<file path="config.mk">
export PLATFORM = sky130hd
export DESIGN_NAME = sm_para_3_drv
export DESIGN_NICKNAME = d
export VERILOG_FILES = /design/src/rtl/sm_para_3_drv.sv
export SDC_FILE = /design/constraint.sdc
export NUM_CORES = 1
export LEC_CHECK = 0
export BUFFER_PORTS_ARGS = -buffer_cell sky130_fd_sc_hd__buf_2
export CAP_MARGIN = 20
export CORE_MARGIN = 10
export CORE_UTILIZATION = 54
export DETAILED_ROUTE_END_ITERATION = 7
export PLACE_DENSITY = 0.9
export SYNTH_ARGS = -nofsm -noshare
export SYNTH_HDL_FRONTEND = slang
export SYNTH_SLANG_ARGS = --single-unit
</file>
<file path="constraint.sdc">
create_clock -name clk -period 2.8 [get_ports clk]
set_input_delay 0.56 -clock clk [delete_from_list [all_inputs] [get_ports clk]]
set_output_delay 0.56 -clock clk [all_outputs]
set_load 0.005 [all_outputs]
</file>
<file path="src/rtl/sm_para_3_drv.sv">
// sm_para_3_drv: replays a captured i1/i2 step sequence into an FSM under test, with err-triggered recovery.
// Define SM_DRV_RESP_CNT_EN to build the o1/o2 response counters; otherwise they read 0.
module sm_para_3_drv #(
    parameter int REC_CYC = 2
) (
    input  logic        clk,
    input  logic        nrst,
    input  logic        start,
    input  logic [4:0]  seq_len,
    input  logic [15:0] seq_i1,
    input  logic [15:0] seq_i2,
    input  logic        o1,
    input  logic        o2,
    input  logic        err,
    output logic        i1,
    output logic        i2,
    output logic        busy,
    output logic        done,
    output logic [7:0]  err_cnt,
    output logic [7:0]  o1_cnt,
    output logic [7:0]  o2_cnt
);
    typedef enum logic [1:0] {IDLE, DRIVE, RECOVER, DONE} state_t;
    localparam logic [3:0] RC_LOAD = 4'(REC_CYC - 1);
    state_t      state;
    logic [4:0]  len;
    logic [15:0] s1;
    logic [15:0] s2;
    logic [3:0]  idx;
    logic [3:0]  rc;
    logic [4:0]  req_len;
    logic [4:0]  nxt;
    logic        accept;
    assign req_len = seq_len > 5'd16 ? 5'd16 : seq_len;
    assign nxt     = {1'b0, idx} + 5'd1;
    assign accept  = state == IDLE && start;
    always_ff @(posedge clk or negedge nrst) begin
        if (!nrst) begin
            state   <= IDLE;
            len     <= '0;
            s1      <= '0;
            s2      <= '0;
            idx     <= '0;
            rc      <= '0;
            i1      <= 1'b0;
            i2      <= 1'b0;
            busy    <= 1'b0;
            done    <= 1'b0;
            err_cnt <= '0;
        end else begin
            done <= 1'b0;
            case (state)
                IDLE: if (start) begin
                    err_cnt <= '0;
                    len     <= req_len;
                    s1      <= seq_i1;
                    s2      <= seq_i2;
                    idx     <= '0;
                    if (req_len != 5'd0) begin
                        state <= DRIVE;
                        busy  <= 1'b1;
                        i1    <= seq_i1[0];
                        i2    <= seq_i2[0];
                    end else begin
                        state <= DONE;
                        done  <= 1'b1;
                        i1    <= 1'b0;
                        i2    <= 1'b0;
                    end
                end
                DRIVE: if (err) begin
                    err_cnt <= err_cnt + 8'(err_cnt != 8'hff);
                    i1      <= 1'b0;
                    i2      <= 1'b0;
                    rc      <= RC_LOAD;
                    state   <= RECOVER;
                end else if (nxt == len) begin
                    state <= DONE;
                    busy  <= 1'b0;
                    done  <= 1'b1;
                    i1    <= 1'b0;
                    i2    <= 1'b0;
                end else begin
                    idx <= nxt[3:0];
                    i1  <= s1[nxt[3:0]];
                    i2  <= s2[nxt[3:0]];
                end
                // The interrupted step is skipped: recovery always resumes at idx+1.
                RECOVER: if (rc != 4'd0) begin
                    rc <= rc - 4'd1;
                end else if (err) begin
                    rc <= RC_LOAD;
                end else if (nxt == len) begin
                    state <= DONE;
                    busy  <= 1'b0;
                    done  <= 1'b1;
                end else begin
                    state <= DRIVE;
                    idx   <= nxt[3:0];
                    i1    <= s1[nxt[3:0]];
                    i2    <= s2[nxt[3:0]];
                end
                DONE: state <= IDLE;
                default: state <= IDLE;
            endcase
        end
    end
`ifdef SM_DRV_RESP_CNT_EN
    always_ff @(posedge clk or negedge nrst) begin
        if (!nrst) begin
            o1_cnt <= '0;
            o2_cnt <= '0;
        end else if (accept) begin
            o1_cnt <= '0;
            o2_cnt <= '0;
        end else if (state == DRIVE) begin
            o1_cnt <= o1_cnt + 8'(o1 && o1_cnt != 8'hff);
            o2_cnt <= o2_cnt + 8'(o2 && o2_cnt != 8'hff);
        end
    end
`else
    logic unused_resp;
    assign unused_resp = o1 ^ o2 ^ accept;
    assign o1_cnt = '0;
    assign o2_cnt = '0;
`endif
endmodule
</file>
==> impl_metrics.ini <==
[status]
run_status = finished clean

[timing]
timing.final.setup_violations = 0
grt_setup_unrepaired = no
finalCritPeriodShare = 0.791
setup-tns-final_ns = 0
finClkSkew_ns = 0.00824
max_freq_ghz = 0.451
setup_ws_ns = 0.584
slew_violations = 0
slew-limit-headroom = 0.517
final_count_of_hold_timing_violations = 0
timing.final.crit_period_ns = 2.22
worstMarginPinSlew_ns = 0.725

[synth]
synth.cell_area_sq_um = 3230
synth.yosys.seq_area_share = 0.457
synthArstFlopShare = 1.00
synth.area.mux_share = 0.195
synth_warnings = 0
synth_top_family_by_area = multiplexers
synth_compound_gate_area_share = 0.0987
yosys.area_share.simple = 0.123
netlist_instances = 279
ys_top_cells_by_area = dfrtp_1 (46%), mux2_2 (12%), mux4_1 (4.9%), buf_4 (3.7%), ha_1 (3.5%)
post_synth_num_cell_types = 55
yosys_register_bits = 59
syn_avg_cell_area_sq_um = 11.6
synthXorXnorAreaFrac = 0.0283
synth-adder-area-share = 0.0348
synth_area_leader_cell = dfrtp_1
post-synth-top-area-fraction = 0.457
dominantRegCellSynth = dfrtp_1
synth_edf_count = 0

[cts]
clock_tree.root_cell = clkbuf_8
cts_inserted_buffers = 9
clock_sinks = 59
clock_network_latency_to_the_later_pin_of_the_worst_skew_pair_ns = 0.33
tritoncts = built
htree_levels = 3
clkTransAtPathRegs_ns = 0.07
cts_hold_buffers = 0
cts_setup_buffers = 0
count_of_instances_resized_after_the_clock_tree_is_built = 0
cts-root-to-sink-buffers = 2

[floorplanning]
die_h_um = 97.4
num_io_pins = 71
die_w_um = 97.4
rows = 28
placeableCoreArea_sq_um = 5850
initial_core_util = 0.553
die-area_sq_um = 9480

[critical_path]
crit_fanout = 10
critical_path.reg2reg.startpoint = idx[1]
timing.critical_path.from = idx[1]
cp.required_ns = 3.02
setup.worst_path.start_class = flop
critPathCaptureType = flop
crit_path_top_delay_cell = ha_1
worst-setup-path-type = reg2reg
cp_data_arrival_time_ns = 2.43
timing.reg2reg.worst_path_depth = 7
critical_path.max_stage_delay_ns = 0.46
path_cells = ha_1, xor2_1, a211oi_2, and2_4, nand2_2, a21oi_2, mux2_4

[place]
finalWeightedCongestion = 0.786
port_buffers = 52
pre_cts_slack_ns = 0.595
placed_cell_area_sq_um = 3510
dp_hpwl_um = 5210

[cells_and_area]
syn2layout_area_growth_pct = 14.4
diodes = 0
finish.utilization = 0.632
final_nets = 388
finish.instance_area_sq_um = 3700
drive_above_1_share = 0.358
filler_cell_count = 454

[global_route]
grt_start_max_net_pins = 60
grt_pass1_wl_um = 11700
track_usage = 0.146
grt_pass1_vias = 2500
overflow = 0
grt_antenna_before_repair = 0

[routing]
routed_wirelength_um = 6950
via_count = 2317
route.detailed.vias_per_inst = 5.57
initialDrtViolationCount = 75
detailedRoute.firstPassIterationCount = 4
drc_errors = 0
route.antenna.remaining_nets = 0
route.detailed.wl_per_inst_um = 16.7

[power_and_ir_drop]
vdd.ir_drop.worst_uv = 669
total_power_mw = 3.93
leakagePower_nw = 1.71
power.density_cell_area_nw_per_um2 = 1060

[worst_hold_path]
hold_path.class = in2async

[run]
max_cap_viols = 0
[power breakdown]
group          total (mW)  internal [mW]  switching (mW)
Clock               0.756          0.409           0.348
Sequential           1.43           1.21           0.219
Combinational        1.75          0.888           0.860
Total                3.93           2.50            1.43
[flip-flops by register name, summed over array words and instances, names as in the netlist]
register  flops
s1           16
s2           16
err_cnt       8
len           5
idx           4
rc            4
state         2
busy          1
done          1
i1            1
i2            1
[metal layers]
layer | vias up | share of wire | wire length [um] | global-route usage
met3 | 11 | 0.084 | 581 | 0.0555
met1 | 1128 | 0.40 | 2750 | 0.158
met5 | - | 0 | 0 | 0
met4 | 0 | 0.015 | 106 | 0.0638
met2 | 82 | 0.51 | 3510 | 0.248
li1 | 1096 | - | - | -
[layout make-up]
type | instances | area [sq um] | area share
multi-input cells | 200 | 1610 | 0.436
inverters | 11 | 41.3 | 0.0112
clock buffers | 9 | 124 | 0.0335
flip-flops and latches | 59 | 1480 | 0.399
well taps | 75 | 93.8 | 0.0254
repair buffers | 55 | 283 | 0.0765
clock inverters | 7 | 67.6 | 0.0183
[critical path, delay by kind of cell, from the launching register on]
family / cells / cell delay (ns)
AOI/OAI and AO/OA: 2 / 0.39
xor gates and xnor gates: 1 / 0.23
adders and majority gates: 1 / 0.46
DFF: 1 / 0.41
muxes: 1 / 0.31
and+or+nand+nor: 2 / 0.30
[cells in the final DEF (no fill, tap or decap), types with 2 or more instances in the layout]
| master | instances |
|---|---|
| buf_4 | 3 |
| a21oi_2 | 3 |
| mux2_2 | 34 |
| buf_2 | 52 |
| nor2_1 | 11 |
| a31oi_1 | 2 |
| or3_1 | 4 |
| and3_1 | 2 |
| mux2i_1 | 3 |
| nand4_1 | 5 |
| a21oi_1 | 7 |
| mux4_2 | 2 |
| xor2_1 | 4 |
| nand2b_1 | 6 |
| o2111ai_1 | 2 |
| nor3_1 | 3 |
| clkinv_2 | 4 |
| nand2_1 | 18 |
| xnor2_1 | 2 |
| a211oi_1 | 2 |
| or2_2 | 2 |
| a22o_1 | 2 |
| dfrtp_1 | 59 |
| inv_1 | 11 |
| ha_1 | 9 |
| nand4b_1 | 2 |
| conb_1 | 16 |
| nor2b_1 | 4 |
| nand3_1 | 5 |
| mux4_1 | 6 |
| o21ai_0 | 19 |
| clkbuf_8 | 9 |
| o21ai_1 | 4 |
[synth_stat cells, drive strengths merged (2+ instances only)]
master / instances
a211oi: 3
a21oi: 10
a22o: 2
a31oi: 2
and2: 2
and3: 2
buf: 20
clkbuf: 4
dfrtp: 59
ha: 9
inv: 11
mux2: 35
mux2i: 3
mux4: 8
nand2: 19
nand2b: 6
nand3: 5
nand4: 5
nand4b: 2
nor2: 11
nor2b: 5
nor3: 4
o2111ai: 2
o21ai: 23
o22a: 2
or2: 2
or3: 4
xnor2: 2
xor2: 5
[cells by family after synthesis]
family,after synthesis
mux,46
simple gates,72
fa+ha+maj,9
xor+xnor,8
other cells,1
buf+inv,35
compound gates,49
flops,59
[final timing paths]
path                                 end  slack (ns)
worst max-delay path            state[1]        0.58
worst min-delay path               s1[4]        0.37
worst max register to register  state[1]        0.58
worst min register to register    s1[12]        0.50
max in group asynchronous          s1[2]        1.95
min in group clk                   s1[9]        0.46
[per-stage QoR]
step,std cells,hold slack (ns)
final,416,0.370
after global routing,416,0.419
after CTS,416,0.395
after detailed placement,400,0.486
after global placement,400,0.479
after floorplan,294,0.264
Note: power is estimated with default switching activity, not from simulation.
